`src/rtl/hist_bin_ctrl.sv`:
```
// hist_bin_ctrl: HOG cell histogram read-modify-write controller over a dual-port bin RAM.
// Define HIST_SAT_EN for saturating accumulation; the default build wraps modulo 2^DATA_W.
module hist_bin_ctrl #(
   parameter int DATA_W = 12,
   parameter int ADDR_W = 5,
   parameter int MAG_W = 8
) (
   input  logic              clk,
   input  logic              rst,
   input  logic              i_valid,
   input  logic [ADDR_W-1:0] i_bin,
   input  logic [MAG_W-1:0]  i_mag,
   output logic              o_ready,
   input  logic              i_flush,
   output logic              o_valid,
   output logic [ADDR_W-1:0] o_bin,
   output logic [DATA_W-1:0] o_data,
   output logic              o_last,
   input  logic              i_ready,
   output logic [ADDR_W-1:0] ram_addr_a,
   output logic              ram_we,
   output logic [DATA_W-1:0] ram_wdata,
   output logic [ADDR_W-1:0] ram_addr_b,
   input  logic [DATA_W-1:0] ram_rdata_b
);
   typedef enum logic [2:0] {CLEAR, ACCUM, DRAIN, RD_ISSUE, RD_CAP, RD_WAIT} state_t;
   localparam logic [ADDR_W-1:0] LAST_IDX = '1;
   state_t state, state_nxt;
   logic [ADDR_W-1:0] clr_idx, rd_idx, s1_bin, last_bin;
   logic [MAG_W-1:0] s1_mag;
   logic [DATA_W-1:0] last_wdata, base, sum;
   logic s1_vld, last_vld, accept, hs;
   assign accept = i_valid && o_ready;
   assign hs = o_valid && i_ready;
   // the previous cycle's write has not reached the registered read yet, so forward it
   assign base = (last_vld && last_bin == s1_bin) ? last_wdata : ram_rdata_b;
`ifdef HIST_SAT_EN
   logic [DATA_W:0] sum_ext;
   assign sum_ext = {1'b0, base} + (DATA_W+1)'(s1_mag);
   assign sum = sum_ext[DATA_W] ? '1 : sum_ext[DATA_W-1:0];
`else
   assign sum = base + DATA_W'(s1_mag);
`endif
   always_ff @(posedge clk) begin
      if (rst) begin
         state <= CLEAR;
         clr_idx <= '0;
         rd_idx <= '0;
         s1_vld <= 1'b0;
         last_vld <= 1'b0;
         o_valid <= 1'b0;
         o_bin <= '0;
         o_data <= '0;
         o_last <= 1'b0;
      end else begin
         state <= state_nxt;
         clr_idx <= (state == CLEAR) ? clr_idx + 1'b1 : '0;
         s1_vld <= accept;
         if (accept) begin
            s1_bin <= i_bin;
            s1_mag <= i_mag;
         end
         last_vld <= s1_vld;
         if (s1_vld) begin
            last_bin <= s1_bin;
            last_wdata <= sum;
         end
         if (state == DRAIN) rd_idx <= '0;
         else if (state == RD_WAIT && hs && !o_last) rd_idx <= rd_idx + 1'b1;
         if (state == RD_CAP) begin
            o_data <= ram_rdata_b;
            o_bin <= rd_idx;
            o_last <= rd_idx == LAST_IDX;
            o_valid <= 1'b1;
         end else if (state == RD_WAIT && hs) o_valid <= 1'b0;
      end
   end
   always_comb begin
      state_nxt = state;
      case (state)
         CLEAR:    state_nxt = (clr_idx == LAST_IDX) ? ACCUM : CLEAR;
         ACCUM:    state_nxt = i_flush ? DRAIN : ACCUM;
         DRAIN:    state_nxt = RD_ISSUE;
         RD_ISSUE: state_nxt = RD_CAP;
         RD_CAP:   state_nxt = RD_WAIT;
         RD_WAIT:  state_nxt = hs ? (o_last ? ACCUM : RD_ISSUE) : RD_WAIT;
         default:  state_nxt = CLEAR;
      endcase
   end
   always_comb begin
      o_ready = state == ACCUM;
      ram_we = state == CLEAR || state == RD_CAP || s1_vld;
      ram_addr_a = (state == CLEAR) ? clr_idx : (state == RD_CAP) ? rd_idx : s1_bin;
      ram_wdata = (state == CLEAR || state == RD_CAP) ? '0 : sum;
      ram_addr_b = (state == RD_ISSUE) ? rd_idx : (state == ACCUM) ? i_bin : '0;
   end
endmodule
```
`config.mk`:
```
export PLATFORM = sky130hd
export DESIGN_NAME = hist_bin_ctrl
export DESIGN_NICKNAME = d
export VERILOG_FILES = /design/src/rtl/hist_bin_ctrl.sv
export SDC_FILE = /design/constraint.sdc
export NUM_CORES = 1
export LEC_CHECK = 0
export CAP_MARGIN = 10
export CELL_PAD_IN_SITES_DETAIL_PLACEMENT = 0
export CELL_PAD_IN_SITES_GLOBAL_PLACEMENT = 1
export CORE_ASPECT_RATIO = 1.75
export CORE_MARGIN = 1
export CORE_UTILIZATION = 38
export CTS_CLUSTER_SIZE = 12
export DETAILED_ROUTE_END_ITERATION = 10
export PLACE_DENSITY = 0.91
export SLEW_MARGIN = 20
export SYNTH_ARGS = -nofsm -noshare
export SYNTH_HDL_FRONTEND = slang
export SYNTH_SLANG_ARGS = --single-unit
export TNS_END_PERCENT = 50
```
`constraint.sdc`:
```
create_clock -name clk -period 4.4 [get_ports clk]
set_input_delay 0.88 -clock clk [delete_from_list [all_inputs] [get_ports clk]]
set_output_delay 0.88 -clock clk [all_outputs]
set_load 0.01 [all_outputs]
```
==> metrics <==
CTS tree built; Yosys cell types 38; # IOs 73; Die H 122 um; reg2reg end last_wdata[10]; num rows 43; Vias 2602; core area 7910 um^2; share of the clock period used by the worst path 0.988; r2r startpoint s1_bin[1]; Initial DRT Pass Iterations 4; first-pass GRT wire length 12.2 mm; run status complete, no violations; Yosys top cell area share 0.290; sw frac 0.200; busiest grt layer met2; insertion delay to the later sink of the worst-skew pair 330 ps; Seq cells post-synth 64; commonest cells in the netlist nand2_1, dfxtp_1, nor2_1; total power 1.48 mW; GRT Residual Overflow 0; Tightest Pin Transition 1130 ps; clock sink total 64; GR Util met3 0.0357; die width 70.3 um; largest net degree at the start of global routing 30; fmax 230 MHz; Reg power frac 0.424; combinational power share 0.073; GRT Total Usage 0.188; Final ANT Viol Nets 0; H-Tree Depth 3; Worst slew margin 0.241; DP HPWL 5.64 mm; Synth area leaders edfxtp_1, dfxtp_1, mux2i_1; final hold slack 454 ps; Hold Path Stages 2; worst-case reg-to-reg path depth 16; antenna cells 0; Post-synth EDFFs 30; Syn. warnings 0; die area 8540 um^2; Synth Cell Area 3100 um^2; Routability Congestion 0.862; Crit Path Class flip-flop to output port; Worst Path Required 3520 ps; cell taking the most area after synthesis edfxtp_1; Reg clk slew, reported paths 50 ps; Startpoint Class flip-flop; Final Setup Violations 0; final wirelength 7.90 mm; Hold Path Class flip-flop to flip-flop; vias per inst 5.06; most frequently used flop master after synthesis dfxtp_1; Syn Nets 355; crit path time final 4350 ps; Post-DP Area 4050 um^2; Hold Startpoint o_data[3]; met2 Use GR 0.361; clock network power share 0.502; mean routed wirelength per cell 15.4 um; IO buf count 72; final worst clock skew 8.23 ps; DRC viols 0; most frequent cell after synthesis nand2_1; Worst Hold End o_data[3]; unrepaired setup endpoints after global routing true; Avg Inst Size Synth 9.94 um^2; initial core utilization 0.392; vias in the first global route 2620; met1 Use GR 0.187; Synth Instances 312; CTS max path bufs 2; sw power 296 uW; CTS buffer count 9; Root Buffer clkbuf_16; Max IR drop VDD 0.187 mV; DR iter-0 viols 114; FFs w/ async S/R, synth 0; CP Capture Type output port; final instance area 4520 um^2; final hold violations 0; Layout Area Growth over Synthesis 45.8%; internal power 1.19 mW; Power Density 328 nW/um^2; max-slew violations 0; Fillers 686; Max Cap Violations 0; fin util 0.572; share of layout cells above drive strength 1 0.184; Leak Pwr 1.71 nW; number of nets in the layout 462; CP max FO 8; register area share after synthesis 0.510; R2R setup slack 1120 ps; initial antenna violation count 0; CP arrival 3470 ps
layout by cell type (no fill, tap or decap), types with 3 or more instances in the layout:
| cell type | instances |
|---|---|
| nor2_1 | 34 |
| mux2_2 | 8 |
| ha_1 | 11 |
| clkdlybuf4s50_1 | 62 |
| o21ai_1 | 3 |
| nand2_1 | 47 |
| and2_1 | 3 |
| mux2i_1 | 17 |
| xor2_1 | 5 |
| xnor2_1 | 12 |
| or2_2 | 3 |
| o21ai_0 | 5 |
| inv_1 | 8 |
| nor2b_1 | 10 |
| and3_1 | 4 |
| dlygate4sd2_1 | 3 |
| clkbuf_16 | 12 |
| a21oi_1 | 33 |
| dfxtp_1 | 34 |
| nand3_1 | 3 |
| a21o_1 | 4 |
| buf_4 | 35 |
| edfxtp_1 | 30 |
layout make-up:
class | instances | area, um^2 | area share
flip-flops and latches | 64 | 1580 | 0.350
multi-input cells | 228 | 1490 | 0.330
repair buffers | 108 | 976 | 0.216
clock buffers | 13 | 314 | 0.0694
well taps | 90 | 113 | 0.0249
inverters | 8 | 30.0 | 0.00664
clock inverters | 3 | 16.3 | 0.00360
power by group through the flow:
stage	clock (mW)	sequential, mW	combinational, mW
after floorplan	0	0.640	0.0478
after global placement	0	0.641	0.101
after detailed placement	0	0.641	0.103
after CTS	0.757	0.629	0.106
after global routing	0.784	0.629	0.118
final	0.745	0.629	0.109
routing by layer:
metal,routed length (um),share of wire
met5,0,0
met1,2990,0.38
met3,323,0.041
met2,4370,0.55
met4,207,0.026
worst max path at each step:
stage,from,endpoint,slack (ps),cells after the start
2_1_floorplan,s1_bin[0],ram_wdata[8],500,14
3_3_place_gp,ram_rdata_b[0],ram_wdata[10],-290,12
3_5_place_dp,ram_rdata_b[0],ram_wdata[10],-370,12
4_1_cts,s1_bin[0],ram_wdata[11],10,14
5_1_grt,s1_bin[3],ram_wdata[8],-70,15
6_report,s1_bin[1],ram_wdata[8],50,15
sequential cells by signal, indices dropped and copies added (netlist names), 5 cells and up:
signal / count
last_bin: 5
rd_idx: 5
last_wdata: 12
clr_idx: 5
s1_bin: 5
s1_mag: 8
o_data: 12
o_bin: 5
critical path: stages, from the launching register on:
cell      delay (ps)
edfxtp_1         430
xnor2_1          160
nand4_1          170
nor2_1           170
buf_6            160
mux2_2           340
ha_1             200
inv_1             70
fa_2             200
nor2b_1           60
o21a_1           170
o211ai_1         250
a21oi_1          120
or3_4            340
a21oi_1          140
buf_2            150
through the flow:
| stage | TNS (ps) | std cells | worst slack, ps |
|---|---|---|---|
| after global placement | -686 | 483 | -292 |
| after CTS | 0 | 514 | 14.9 |
| after detailed placement | -1000 | 483 | -366 |
| after floorplan | 0 | 312 | 503 |
| after global routing | -109 | 514 | -66.9 |
| final | 0 | 514 | 53.2 |
timing repair:
action | 4_1_cts | 5_1_grt
endpoints found under the setup margin | 8 | 8
cloned | 0 | 0
hold buffers | 0 | 0
pin swaps | 9 | 5
resized for setup | 18 | 15
buffers inserted | 15 | 0
logic make-up after synthesis:
logic type | count (synthesis) | synth area share
AO/OA/AOI/OAI | 53 | 0.0960
XOR/XNOR | 18 | 0.0508
adder cells (fa/ha/maj) | 13 | 0.0549
buffers and inverters | 20 | 0.0254
flip-flops | 64 | 0.510
multiplexers | 26 | 0.0871
AND/OR/NAND/NOR | 118 | 0.176
No activity file was read; power rests on OpenSTA's default activity.
